## src/rtl/proteus_packer.sv

```systemverilog
// rtl/proteus_packer.sv - Proteus write-path packer: align, mask and pack fields into dense words
module proteus_packer #(
  parameter int BIT_WIDTH = 16,
  parameter int BIT_IDX   = 4
) (
  input  logic                 clk,
  input  logic                 rst,
  input  logic                 i_cfg_load,
  input  logic [BIT_IDX-1:0]   i_n,
  input  logic [BIT_IDX-1:0]   i_offset,
  input  logic                 i_valid,
  input  logic [BIT_WIDTH-1:0] i_data,
  input  logic                 i_last,
  output logic                 o_ready,
  output logic                 o_valid,
  output logic [BIT_WIDTH-1:0] o_data,
  output logic                 o_last,
  input  logic                 i_ready
);

  localparam int CW = $clog2(2 * BIT_WIDTH);
  localparam logic [BIT_IDX-1:0] N_MAX = BIT_IDX'(BIT_WIDTH - 1);
  localparam logic [CW-1:0] WORD_BITS = CW'(BIT_WIDTH);

  typedef enum logic [1:0] {IDLE, RUN, FLUSH} state_t;

  state_t                   state;
  logic [2*BIT_WIDTH-1:0]   pack_buf;
  logic [CW-1:0]            cnt;
  logic [BIT_IDX-1:0]       cfg_n;
  logic [BIT_IDX-1:0]       cfg_off;

  logic signed [BIT_WIDTH-1:0] shifted;
  logic [BIT_WIDTH-1:0]        field_mask;
  logic [BIT_WIDTH-1:0]        field;
  logic [CW-1:0]               field_w;
  logic                        pop;
  logic                        accept;
  logic [2*BIT_WIDTH-1:0]      popped_buf;
  logic [CW-1:0]               popped_cnt;
  logic [2*BIT_WIDTH-1:0]      next_buf;
  logic [CW-1:0]               next_cnt;

  // Mask built by shifting ones down so n = BIT_WIDTH-1 never overflows.
  always_comb begin
    shifted    = $signed(i_data) >>> cfg_off;
    field_mask = {BIT_WIDTH{1'b1}} >> (N_MAX - cfg_n);
    field      = shifted & field_mask;
    field_w    = CW'(cfg_n) + CW'(1);
  end

  always_comb begin
    o_valid = 1'b0;
    o_ready = 1'b0;
    o_last  = 1'b0;
    o_data  = pack_buf[BIT_WIDTH-1:0];
    case (state)
      RUN: begin
        o_valid = (cnt >= WORD_BITS);
        o_ready = (cnt < WORD_BITS) || (o_valid && i_ready);
      end
      FLUSH: begin
        o_valid = (cnt != '0);
        o_last  = o_valid && (cnt <= WORD_BITS);
      end
      default: ;
    endcase
  end

  // A same-cycle pop is applied first so the new field lands at the post-pop count.
  always_comb begin
    pop        = o_valid && i_ready;
    accept     = i_valid && o_ready;
    popped_buf = pop ? (pack_buf >> BIT_WIDTH) : pack_buf;
    popped_cnt = pop ? (cnt - WORD_BITS) : cnt;
    next_buf   = popped_buf;
    next_cnt   = popped_cnt;
    if (accept) begin
      next_buf = popped_buf | ({{BIT_WIDTH{1'b0}}, field} << popped_cnt);
      next_cnt = popped_cnt + field_w;
    end
  end

  always_ff @(posedge clk) begin
    if (rst) begin
      state    <= IDLE;
      pack_buf <= '0;
      cnt      <= '0;
      cfg_n    <= '0;
      cfg_off  <= '0;
    end else begin
      case (state)
        IDLE: begin
          if (i_cfg_load) begin
            cfg_n    <= i_n;
            cfg_off  <= i_offset;
            pack_buf <= '0;
            cnt      <= '0;
            state    <= RUN;
          end
        end
        RUN: begin
          pack_buf <= next_buf;
          cnt      <= next_cnt;
          if (accept && i_last) state <= FLUSH;
        end
        FLUSH: begin
          if (cnt == '0) begin
            state <= IDLE;
          end else if (pop) begin
            if (o_last) begin
              pack_buf <= '0;
              cnt      <= '0;
              state    <= IDLE;
            end else begin
              pack_buf <= next_buf;
              cnt      <= next_cnt;
            end
          end
        end
        default: state <= IDLE;
      endcase
    end
  end

endmodule

```

## config.mk

```make
export PLATFORM = sky130hd
export DESIGN_NAME = proteus_packer
export DESIGN_NICKNAME = d
export VERILOG_FILES = /design/src/rtl/proteus_packer.sv
export SDC_FILE = /design/constraint.sdc
export NUM_CORES = 1
export LEC_CHECK = 0
export CAP_MARGIN = 20
export CORE_UTILIZATION = 60
export CTS_CLUSTER_DIAMETER = 120
export DETAILED_ROUTE_END_ITERATION = 6
export HOLD_SLACK_MARGIN = 0.02
export PLACE_DENSITY = 0.95
export SKIP_CTS_REPAIR_TIMING = 1
export SYNTH_ARGS = -nofsm -noshare
export SYNTH_HDL_FRONTEND = slang
export SYNTH_SLANG_ARGS = --single-unit
```

## constraint.sdc

```tcl
create_clock -name clk -period 5 [get_ports clk]
set_input_delay 1 -clock clk [delete_from_list [all_inputs] [get_ports clk]]
set_output_delay 1 -clock clk [all_outputs]
set_load 0.02 [all_outputs]
```

== Word-level counts from Yosys, hierarchy flattened ==
Cells that the tools add are included.
Widths: inputs -> output; s select.
Storage, ports and cells
  word-level logic and storage cells: 61
  register bits: 47
  output and inout port bits: 19
  bits of input ports: 30
Operators by class
  bitwise operators: 2
  multiplexer cells: 23
  shifts and indexed selects: 3
  $add $sub $neg: 4
  order comparisons: 3
  equality and inequality tests: 8
  reductions and logical operators: 13
Operator list (count)
  $mux 32: 6
  $pmux 32 s3: 1
  $or 32x32->32: 1
  $shl 16x5->32: 1
  $mux 5: 6
  $and 16x16->16: 1
  $shr 16x4->16 const A: 1
  $sshr 16x4->16: 1
  $pmux 5 s3: 1
  $mux 2: 5
  $ne 2x2->1 const B: 4
  $reduce_and 4->1: 2
  $ne 3x3->1 const B: 2
  $pmux 2 s3: 1
  $add 4x1->5 const B: 1
  $add 5x5->5: 1
  $ge 5x5->1 const B: 1
  $le 5x5->1 const B: 1
  $logic_and 1x1->1: 5
  $logic_not 5->1: 1
  $lt 5x5->1 const B: 1
  $reduce_bool 5->1: 1
  $sub 5x5->5 const B: 1
  $sub 4x4->4 const A: 1
  other kinds (8): 9

== Longest topological paths before layout ==
Gate-level depths: netlist of the first run.
  word-level depth: 11
  mapped depth: 14
  depth with buffers taken out: 10

== Worst setup path after synthesis of the first run ==
Ideal clock, no wire load.
  path type: register to register
  start: register cnt[1]
  end: register pack_buf[23]
  setup slack: 1592 ps
  required time: 4925 ps
  period minus slack after synthesis: 3408 ps
  stages on the path, launching flop included: 15
  buffers on the path: 5
  library setup time: 75 ps
  data arrival time: 3333 ps
  cells stage by stage: dfxtp_1 -> buf_2 -> buf_1 -> clkbuf_1 -> clkbuf_1 -> nor4_1 -> ha_1 -> nand3b_1 -> a211o_1 -> or2_2 -> nor3_1 -> clkbuf_1 -> a32o_1 -> a21oi_1 -> o21ai_0
On the way
  longest elaborated chain between the ends: 11
  elaborated cells between the ends (all ways): 26
  those cells by class: 1 x add/sub; 3 x order compare; 2 x eq/ne; 1 x shift; 10 x mux; 1 x bitwise; 8 x reduce/logical
Ends and longest elaborated chain
  from (decl): RTL line 29  | logic [CW-1:0] cnt;
  from (signal assigned): RTL line 104  | cnt <= next_cnt;
  from (signal assigned): RTL line 117  | cnt <= next_cnt;
  $ge 5x5->1 or $reduce_bool 5->1 (tied branches): RTL line 59, 63
  $pmux 1 s2: RTL line 57  | case (state)
  $logic_and 1x1->1: RTL line 72  | pop = o_valid && i_ready;
  $mux 5: RTL line 75  | popped_cnt = pop ? (cnt - WORD_BITS) : cnt;
  $shl 16x5->32: RTL line 79  | next_buf = popped_buf | ({{BIT_WIDTH{1'b0}}, field} << popped_cnt);
  $or 32x32->32: RTL line 79
  $mux 32: RTL line 78  | if (accept) begin
  $mux 32: RTL line 111  | if (o_last) begin
  $mux 32: RTL line 110  | end else if (pop) begin
  $mux 32: RTL line 108  | if (cnt == '0) begin
  $pmux 32 s3: RTL line 92  | case (state)
  to (signal assigned): RTL line 103  | pack_buf <= next_buf;
  to (signal assigned): RTL line 116  | pack_buf <= next_buf;
  to (decl): RTL line 28  | logic [2*BIT_WIDTH-1:0] pack_buf;
Several ways; a longest one is shown, not always the timed one. The select of a mux whose other input is x is not followed.
A chain may end at the register's enable or synchronous reset.

== Worst setup path after layout of the first run ==
  start: input i_data[15]
  end: register pack_buf[27]
On the way
  longest elaborated chain between the ends: 9
Ends and longest elaborated chain
  from (decl): RTL line 12  | input logic [BIT_WIDTH-1:0] i_data,
  $sshr 16x4->16 (*): RTL line 46  | shifted = $signed(i_data) >>> cfg_off;
  $and 16x16->16 (*): RTL line 48  | field = shifted & field_mask;
  $shl 16x5->32 (*): RTL line 79
  $or 32x32->32 (*): RTL line 79
  $mux 32 (*): RTL line 78
  $mux 32: RTL line 111
  $mux 32: RTL line 110
  $mux 32: RTL line 108
  $pmux 32 s3 (*): RTL line 92
Every way passes the cells marked *; elsewhere a longest branch is shown, timed or not. The select of a mux whose other input is x is not followed.

==> results of run 1 <==
==> flip-flops by register name, summed over array words and instances, names as in the netlist <==
register / count
cfg_n: 4
cfg_off: 4
cnt: 5
pack_buf: 32
state: 2
==> cells by family (layout without fill, tap and decap cells) <==
family | count (synthesis) | count (layout)
compound gates | 209 | 209
xor+xnor | 3 | 3
fa+ha+maj | 11 | 11
buf+inv | 80 | 86
flops | 47 | 47
mux | 41 | 41
simple gates | 195 | 195
==> worst register-to-register path: cells and delay by family (launching register included) <==
kind	cells	cell delay, ps
buffers and inverters	1	340
DFF	1	320
and+or+nand+nor	3	880
adders and majority gates	1	210
AOI/OAI and AO/OA	4	1680
==> area by class of cell <==
type,instances,area (um^2)
tap,99,124
multi-input combinational,459,3260
inverter,19,71.3
timing repair buffer,59,563
fill,562,2250
sequential,47,941
clock buffer,6,82.6
clock inverter,2,38.8
==> worst max path at each step <==
| stage | start | end | slack (ps) | depth (start not counted) |
|---|---|---|---|---|
| 3_3_place_gp | i_data[15] | pack_buf[13] | 1200 | 8 |
| 3_5_place_dp | i_data[15] | pack_buf[11] | 1020 | 8 |
| 5_1_grt | i_data[15] | pack_buf[27] | 1090 | 8 |
| 4_1_cts | i_data[15] | pack_buf[11] | 1350 | 8 |
| 2_1_floorplan | cnt[1] | pack_buf[23] | 1590 | 14 |
| 6_report | i_data[15] | pack_buf[27] | 1220 | 8 |
==> per-stage QoR <==
step	cells	hold WS [ps]	total power, uW	worst slack [ps]
after floorplan	586	433	679	1590
after global placement	683	455	769	1200
after detailed placement	683	463	784	1020
after CTS	691	483	1090	1350
after global routing	691	511	1140	1090
final	691	484	1100	1220
==> per-layer routing <==
layer / wire length (um) / vias up / share of wire [%] / track usage, %
li1: - / 2245 / - / -
met1: 5400 / 2322 / 38 / 47.2
met2: 6770 / 354 / 47 / 57.2
met3: 1500 / 48 / 11 / 5.67
met4: 584 / 0 / 4.1 / 18.6
met5: 0 / - / 0 / 0
==> where the power goes <==
part	internal, uW	total [uW]	switching (uW)
registers	383	409	26.1
logic	149	380	231
clock network	165	314	150
==> placed cells by master (no fill, tap or decap), drive strengths merged, types with 19 or more instances in the layout <==
| master | synthesis | layout |
|---|---|---|
| clkdlybuf4s50 | 0 | 48 |
| dfxtp | 47 | 47 |
| nor2 | 42 | 42 |
| nand3 | 26 | 26 |
| a21oi | 37 | 37 |
| inv | 18 | 19 |
| o21ai | 35 | 35 |
| a22oi | 21 | 21 |
| mux2i | 23 | 23 |
| nand2 | 54 | 54 |
==> flow_metrics.env, run 1 <==
export IMPL_path_clk_slew_ps=100
export IMPL_cp_max_fo=15
export IMPL_grt_usage_pct=36.0
export IMPL_grt_pass1_vias=4618
export IMPL_slew_headroom_pct=34.7
export IMPL_die_w_um=89.8
export IMPL_cts_root_buf="clkbuf_8"
export IMPL_row_count=31
export IMPL_rr_startpoint="cnt[1]"
export IMPL_wire_per_inst_um=20.6
export IMPL_async_reset_ff_share_pct=0
export IMPL_routed_via_density=7.19
export IMPL_path_buf_inv=1
export IMPL_netlist_area_um2=4620
export IMPL_synth_mux_area_share_pct=12.8
export IMPL_hold_path_startpoint="pack_buf[25]"
export IMPL_dr_pass1_iters=7
export IMPL_path_cells="clkdlybuf4s50_1, mux2i_1, mux4_2, o211ai_1, o31ai_1, a211oi_1, a21oi_1, o21ai_0"
export IMPL_final_area_um2=5080
export IMPL_synth_seq_cells=47
export IMPL_drv_slew=0
export IMPL_routed_wirelength_um=14300
export IMPL_criticalPathCategory="in -> reg"
export IMPL_worstPathArrival_ps=4020
export IMPL_gp_congestion=0.954
export IMPL_avgSynthCellArea_um2=7.89
export IMPL_port_buffers=48
export IMPL_nNetsFinal=632
export IMPL_critPathMaxStageDelay_ps=800
export IMPL_coreArea_um2=7330
export IMPL_crit_path_end_kind="register"
export IMPL_power_density_nw_per_um2=217
export IMPL_cts_max_level=2
export IMPL_clkSinkCount=47
export IMPL_io_pins=49
export IMPL_violations="DRC"
export IMPL_drtIter0Drc=776
export IMPL_n_antenna_cell=0
export IMPL_overflow=0
export IMPL_ff2ff_path_depth=9
export IMPL_hpwl_um=10400
export IMPL_ys_flop_type="dfxtp_1"
export IMPL_dpl_cell_area_um2=4960
export IMPL_syn_to_final_growth_pct=9.88
export IMPL_cts_buffer_depth=2
export IMPL_synth_fp_nets=627
export IMPL_tns_ps=0
export IMPL_rsz0062_at_grt="false"
export IMPL_tritoncts="built"
export IMPL_holdPathStages=2
export IMPL_finalSetupViolCount=0
export IMPL_synth_simple_gate_area_share_pct=20.5
export IMPL_fin_skew_ps=3.07
export IMPL_synth_top_family_by_area="compound AO/OA/AOI/OAI gates"
export IMPL_vdd_drop_max_uv=283
export IMPL_outcome="finished, violations left"
export IMPL_antenna_left=0
export IMPL_min_delay_worst_endpoint="pack_buf[25]"
export IMPL_min_path_type="reg -> reg"
export IMPL_crit_required_ps=5240
export IMPL_drc_errors=3
export IMPL_grt_start_max_net_pins=38
export IMPL_post_synth_top_area_cell="dfxtp_1"
export IMPL_maxCapViolations=0
export IMPL_cts_buffers=5
export IMPL_vias=4969
export IMPL_initial_core_util_pct=63.0
export IMPL_synthDominantCellAreaShare_pct=20.4
export IMPL_synth_most_common_cell="nand2_1"
export IMPL_clock_latency_ps=320
export IMPL_post_route_min_period_ps=3780
export IMPL_synthXorXnorAreaFrac_pct=0.568
export IMPL_r2r_slack_ps=1510
export IMPL_startpoint_type="primary input"
export IMPL_synth_edff_count=0
export IMPL_r2r_end="pack_buf[19]"
export IMPL_crit_slowest_cell="clkdlybuf4s50_1"
export IMPL_drive_above_1_share_pct=9.29
export IMPL_timing_hold_violations_final=0
export IMPL_synth_cells=586
export IMPL_cpLargestDelayFamily="compound AO/OA/AOI/OAI gates"
export IMPL_grt_antenna_before_repair=0
export IMPL_fmax_ghz=0.265
export IMPL_ys_types=78
export IMPL_dieArea_um2=8060
export IMPL_tightest_slew_ps=978
export IMPL_synthAdderAreaFrac_pct=3.14
export IMPL_ys_seq_area_share_pct=20.4
export IMPL_grt_pass1_wl_um=23600
export IMPL_synth_area_top_cells="dfxtp_1, mux2i_1, mux4_2, nand2_1, a21oi_1"
export IMPL_synthTopCellsByCount="nand2_1, dfxtp_1, nor2_1, a21oi_1, o21ai_0"
export IMPL_ys_warn_count=0
export IMPL_post_route_period_util_pct=75.5
export IMPL_synth_compound_area_share_pct=33.5
export IMPL_utilization_pct=69.3
export IMPL_leakagePower_uw=0.00165
export IMPL_die_y_um=89.8
No activity file was read; power rests on OpenSTA's default activity.
==> inputs of run 2 (changes only) <==
--- a/config.mk
+++ b/config.mk
@@ -6,11 +6,11 @@
 export NUM_CORES = 1
 export LEC_CHECK = 0
 export CAP_MARGIN = 20
-export CORE_UTILIZATION = 60
+export CORE_UTILIZATION = 58
 export CTS_CLUSTER_DIAMETER = 120
 export DETAILED_ROUTE_END_ITERATION = 6
 export HOLD_SLACK_MARGIN = 0.02
-export PLACE_DENSITY = 0.95
+export PLACE_DENSITY = 0.92
 export SKIP_CTS_REPAIR_TIMING = 1
 export SYNTH_ARGS = -nofsm -noshare
 export SYNTH_HDL_FRONTEND = slang
==> constraint.sdc (replaced) <==
create_clock -name clk -period 3.8 [get_ports clk]
set_input_delay 0.76 -clock clk [delete_from_list [all_inputs] [get_ports clk]]
set_output_delay 0.76 -clock clk [all_outputs]
set_load 0.02 [all_outputs]
==> flow_metrics.env, run 2 (synthesized netlist as in run 1, its figures left out) <==
export IMPL_power_frac_seq_pct=37.1
export IMPL_routed_via_density=7.17
export IMPL_fin_skew_ps=7.29
export IMPL_crit_slowest_cell="o41ai_2"
export IMPL_combPwrFrac_pct=35.0
export IMPL_clkSinkCount=47
export IMPL_tightest_slew_ps=1140
export IMPL_vdd_drop_max_uv=227
export IMPL_reg_top3="pack_buf: 32 flops, cnt: 5 flops"
export IMPL_nNetsFinal=642
export IMPL_vias=5047
export IMPL_dr_pass1_iters=7
export IMPL_cts_max_level=2
export IMPL_p_clk_share_pct=27.9
export IMPL_post_route_min_period_ps=3250
export IMPL_post_route_period_util_pct=85.6
export IMPL_leakagePower_uw=0.00171
export IMPL_fmax_ghz=0.307
export IMPL_power_density_nw_per_um2=282
export IMPL_n_antenna_cell=0
export IMPL_worstPathArrival_ps=3480
export IMPL_min_path_type="reg -> reg"
export IMPL_port_buffers=48
export IMPL_path_clk_slew_ps=90
export IMPL_gp_congestion=1.03
export IMPL_drv_slew=0
export IMPL_intPower_uw=930
export IMPL_cts_root_buf="clkbuf_8"
export IMPL_die_w_um=91.3
export IMPL_grt_pass1_wl_um=23200
export IMPL_timing_hold_violations_final=0
export IMPL_final_common_cell="nand2_1"
export IMPL_hpwl_um=10400
export IMPL_drtIter0Drc=862
export IMPL_tns_ps=0
export IMPL_grt_start_max_net_pins=37
export IMPL_final_area_um2=5180
export IMPL_dieArea_um2=8330
export IMPL_maxCapViolations=0
export IMPL_largest_reg_flops=32
export IMPL_layout_common_cells="nand2_1, clkdlybuf4s50_1, dfxtp_1"
export IMPL_criticalPathCategory="in -> reg"
export IMPL_cts_buffer_depth=2
export IMPL_routed_wirelength_um=14200
export IMPL_crit_path_end_kind="register"
export IMPL_max_flop_register="pack_buf"
export IMPL_io_pins=49
export IMPL_initial_core_util_pct=59.8
export IMPL_grt_usage_pct=34.2
export IMPL_drc_errors=0
export IMPL_switching_share_pct=36.2
export IMPL_antenna_left=0
export IMPL_critPathMaxStageDelay_ps=760
export IMPL_die_y_um=91.3
export IMPL_overflow=0
export IMPL_syn_to_final_growth_pct=12.0
export IMPL_coreArea_um2=7730
export IMPL_finalPower_uw=1460
export IMPL_finalSetupViolCount=0
export IMPL_wire_per_inst_um=20.1
export IMPL_outcome="completed"
export IMPL_switchingPower_uw=528
export IMPL_rsz0062_at_grt="false"
export IMPL_row_count=32
export IMPL_dpl_cell_area_um2=5030
export IMPL_cp_max_fo=7
export IMPL_tritoncts="built"
export IMPL_grt_pass1_vias=4687
export IMPL_grt_antenna_before_repair=0
export IMPL_path_cells="clkdlybuf4s50_1, mux2i_1, a22o_1, o41ai_2, o22ai_1, o32ai_2, a222oi_1, a221oi_2"
export IMPL_slew_headroom_pct=24.1
export IMPL_cts_buffers=5
export IMPL_clock_latency_ps=310
export IMPL_crit_required_ps=4030
export IMPL_drive_above_1_share_pct=10.8
export IMPL_startpoint_type="primary input"
==> run 2: worst paths after layout <==
kind,start,endpoint,slack [ps],depth (start not counted)
setup / recovery,i_data[10],pack_buf[13],550,8
setup reg to reg,cnt[3],pack_buf[9],590,10
hold reg to reg,pack_buf[19],pack_buf[3],480,2
hold / removal,pack_buf[19],pack_buf[3],480,2
==> run 2: per-stage QoR <==
stage	worst slack, ps	hold WS [ps]	cells	util (%)
3_3_place_gp	445	451	695	65.1
2_1_floorplan	392	433	586	-
4_1_cts	458	479	703	66.6
5_1_grt	382	509	704	67.0
3_5_place_dp	316	452	695	65.1
6_report	548	483	704	67.0
==> run 2: worst max-delay path: cells and delay by family <==
family / cells / cell delay (ps)
AO/OA/AOI/OAI: 6 / 1920
multiplexers: 1 / 180
buffers and inverters: 1 / 620
==> run 2: power by group through the flow <==
stage               registers (uW)  logic [uW]  clock network [uW]
global placement               557         465                   0
finish                         541         510                 407
floorplan                      522         371                   0
CTS                            547         484                 403
global route                   546         546                 424
detailed placement             558         482                   0
==> run 2: area by class of cell <==
| cell class | count | area, um^2 |
|---|---|---|
| Tap cell | 102 | 128 |
| Clock buffer | 6 | 82.6 |
| Sequential cell | 47 | 941 |
| Clock inverter | 2 | 38.8 |
| Multi-Input combinational cell | 459 | 3260 |
| Timing Repair Buffer | 69 | 658 |
| Fill cell | 639 | 2550 |
| Inverter | 19 | 71.3 |
==> run 2: layer usage <==
metal | vias to the layer above | wire length (um) | track usage [%]
met5 | - | 0 | 0
met1 | 2305 | 5450 | 44.1
met2 | 405 | 6550 | 54.8
li1 | 2261 | - | -
met3 | 76 | 1500 | 6.11
met4 | 0 | 677 | 17.5
==> inputs of run 3 (changes only) <==
--- a/config.mk
+++ b/config.mk
@@ -6,11 +6,12 @@
 export NUM_CORES = 1
 export LEC_CHECK = 0
 export CAP_MARGIN = 20
-export CORE_UTILIZATION = 58
+export CORE_UTILIZATION = 60
 export CTS_CLUSTER_DIAMETER = 120
 export DETAILED_ROUTE_END_ITERATION = 6
+export DONT_BUFFER_PORTS = 1
 export HOLD_SLACK_MARGIN = 0.02
-export PLACE_DENSITY = 0.92
+export PLACE_DENSITY = 0.87
 export SKIP_CTS_REPAIR_TIMING = 1
 export SYNTH_ARGS = -nofsm -noshare
 export SYNTH_HDL_FRONTEND = slang
==> constraint.sdc (replaced) <==
create_clock -name clk -period 3.3 [get_ports clk]
set_input_delay 0.66 -clock clk [delete_from_list [all_inputs] [get_ports clk]]
set_output_delay 0.66 -clock clk [all_outputs]
set_load 0.02 [all_outputs]
==> flow_metrics.env, run 3 (synthesized netlist as in run 1, its figures left out) <==
export IMPL_tightest_slew_ps=779
export IMPL_port_buffers=0
export IMPL_cts_buffers=5
export IMPL_reg_top3="pack_buf: 32 flops, cnt: 5 flops"
export IMPL_hpwl_um=10100
export IMPL_path_clk_slew_ps=100
export IMPL_die_w_um=89.8
export IMPL_crit_required_ps=3540
export IMPL_worstPathArrival_ps=3310
export IMPL_io_pins=49
export IMPL_cts_buffer_depth=2
export IMPL_syn_to_final_growth_pct=1.06
export IMPL_power_density_nw_per_um2=345
export IMPL_top_layer_used="met4"
export IMPL_fmax_ghz=0.326
export IMPL_grt_pass1_wl_um=22600
export IMPL_filler_cell_count=604
export IMPL_cp_max_fo=24
export IMPL_criticalPathCategory="reg -> reg"
export IMPL_n_antenna_cell=0
export IMPL_largest_reg_flops=32
export IMPL_antenna_left=0
export IMPL_rr_startpoint="cfg_off[2]"
export IMPL_nNetsFinal=592
export IMPL_r2r_end="pack_buf[5]"
export IMPL_leakagePower_uw=0.00152
export IMPL_wl_met1_um=5640
export IMPL_drive_above_1_share_pct=11.4
export IMPL_die_y_um=89.8
export IMPL_outcome="completed"
export IMPL_finalSetupViolCount=0
export IMPL_cts_max_level=2
export IMPL_final_common_cell="nand2_1"
export IMPL_vias=4850
export IMPL_startpoint_type="register"
export IMPL_drv_slew=0
export IMPL_clkSinkCount=47
export IMPL_holdPathStages=1
export IMPL_rsz0062_at_grt="false"
export IMPL_tritoncts="built"
export IMPL_initial_core_util_pct=63.0
export IMPL_post_route_min_period_ps=3070
export IMPL_utilization_pct=63.7
export IMPL_max_flop_register="pack_buf"
export IMPL_vdd_drop_max_uv=346
export IMPL_dieArea_um2=8060
export IMPL_routed_via_density=7.45
export IMPL_slew_headroom_pct=48.0
export IMPL_drc_errors=0
export IMPL_row_count=31
export IMPL_cts_root_buf="clkbuf_8"
export IMPL_layout_common_cells="nand2_1, dfxtp_1, nor2_1"
export IMPL_routed_wirelength_um=14000
export IMPL_gp_congestion=0.992
export IMPL_grt_usage_pct=34.3
export IMPL_clock_latency_ps=310
export IMPL_coreArea_um2=7330
export IMPL_fin_skew_ps=4.99
export IMPL_crit_path_end_kind="register"
export IMPL_maxCapViolations=0
export IMPL_ff2ff_path_depth=8
export IMPL_dr_pass1_iters=5
export IMPL_grt_antenna_before_repair=0
export IMPL_r2r_slack_ps=230
export IMPL_drtIter0Drc=662
export IMPL_wire_per_inst_um=21.5
export IMPL_post_route_period_util_pct=92.9
export IMPL_tns_ps=0
export IMPL_met2WireLength_um=6470
export IMPL_grt_pass1_vias=4563
export IMPL_grt_start_max_net_pins=37
export IMPL_route_met3_wl_um=1280
export IMPL_hold_path_startpoint="rst"
export IMPL_min_path_type="in -> reg"
export IMPL_timing_hold_violations_final=0
export IMPL_overflow=0
export IMPL_min_delay_worst_endpoint="pack_buf[13]"
[run 3: cell count changes in the layout (fill, tap and decap cells not counted)]
cell	previous run	this run
clkdlybuf4s50_1	48	0
buf_16	1	0
buf_12	0	1
buf_4	20	18
[run 3: worst max path at each step]
| stage | startpoint | endpoint | cells past startpoint |
|---|---|---|---|
| 4_1_cts | cfg_off[2] | pack_buf[13] | 7 |
| 2_1_floorplan | cnt[2] | pack_buf[18] | 13 |
| 6_report | cfg_off[2] | pack_buf[5] | 8 |
| 5_1_grt | cfg_off[0] | pack_buf[9] | 8 |
| 3_3_place_gp | cfg_off[0] | pack_buf[12] | 7 |
| 3_5_place_dp | cfg_off[0] | pack_buf[20] | 7 |
[run 3: report_power, final]
group,internal (uW),total (uW),leakage (uW),switching (uW)
Combinational,200,522,0.00108,321
Clock,250,471,0.0000618,221
Sequential,580,620,0.000380,39.6
Total,1030,1610,0.00152,582
[run 3: worst max-delay path: stages (launching register included)]
cell      delay (ps)
dfxtp_1          840
buf_4            300
nor2_1            80
a222oi_1         380
a22o_1           360
a21oi_2          150
o221ai_1         420
o21ai_0          240
o21ai_0          200
[run 3: cell type report]
| class | count | area, um^2 | area share [%] |
|---|---|---|---|
| Inverter | 19 | 71.3 | 1.53 |
| Clock buffer | 6 | 82.6 | 1.77 |
| Clock inverter | 2 | 38.8 | 0.830 |
| Tap cell | 99 | 124 | 2.65 |
| Multi-Input combinational cell | 459 | 3260 | 69.8 |
| Sequential cell | 47 | 941 | 20.1 |
| Timing Repair Buffer | 19 | 155 | 3.32 |
[run 3: layer usage]
metal  GRT usage, %  vias to the layer above
li1               -                     2176
met4           16.3                        0
met1           43.7                     2284
met5              0                        -
met2           56.3                      330
met3           5.75                       60
[run 3: metrics by stage]
| step | cells | setup WS (ps) | power [uW] | cell area [um^2] | hold slack [ps] |
|---|---|---|---|---|---|
| finish | 651 | 234 | 1610 | 4670 | 401 |
| global route | 651 | 83.8 | 1670 | 4670 | 403 |
| CTS | 651 | 377 | 1590 | 4670 | 402 |
| detailed placement | 643 | 400 | 1140 | 4550 | 459 |
| global placement | 643 | 452 | 1120 | 4550 | 449 |
| floorplan | 586 | 35.1 | 1030 | 4630 | 433 |
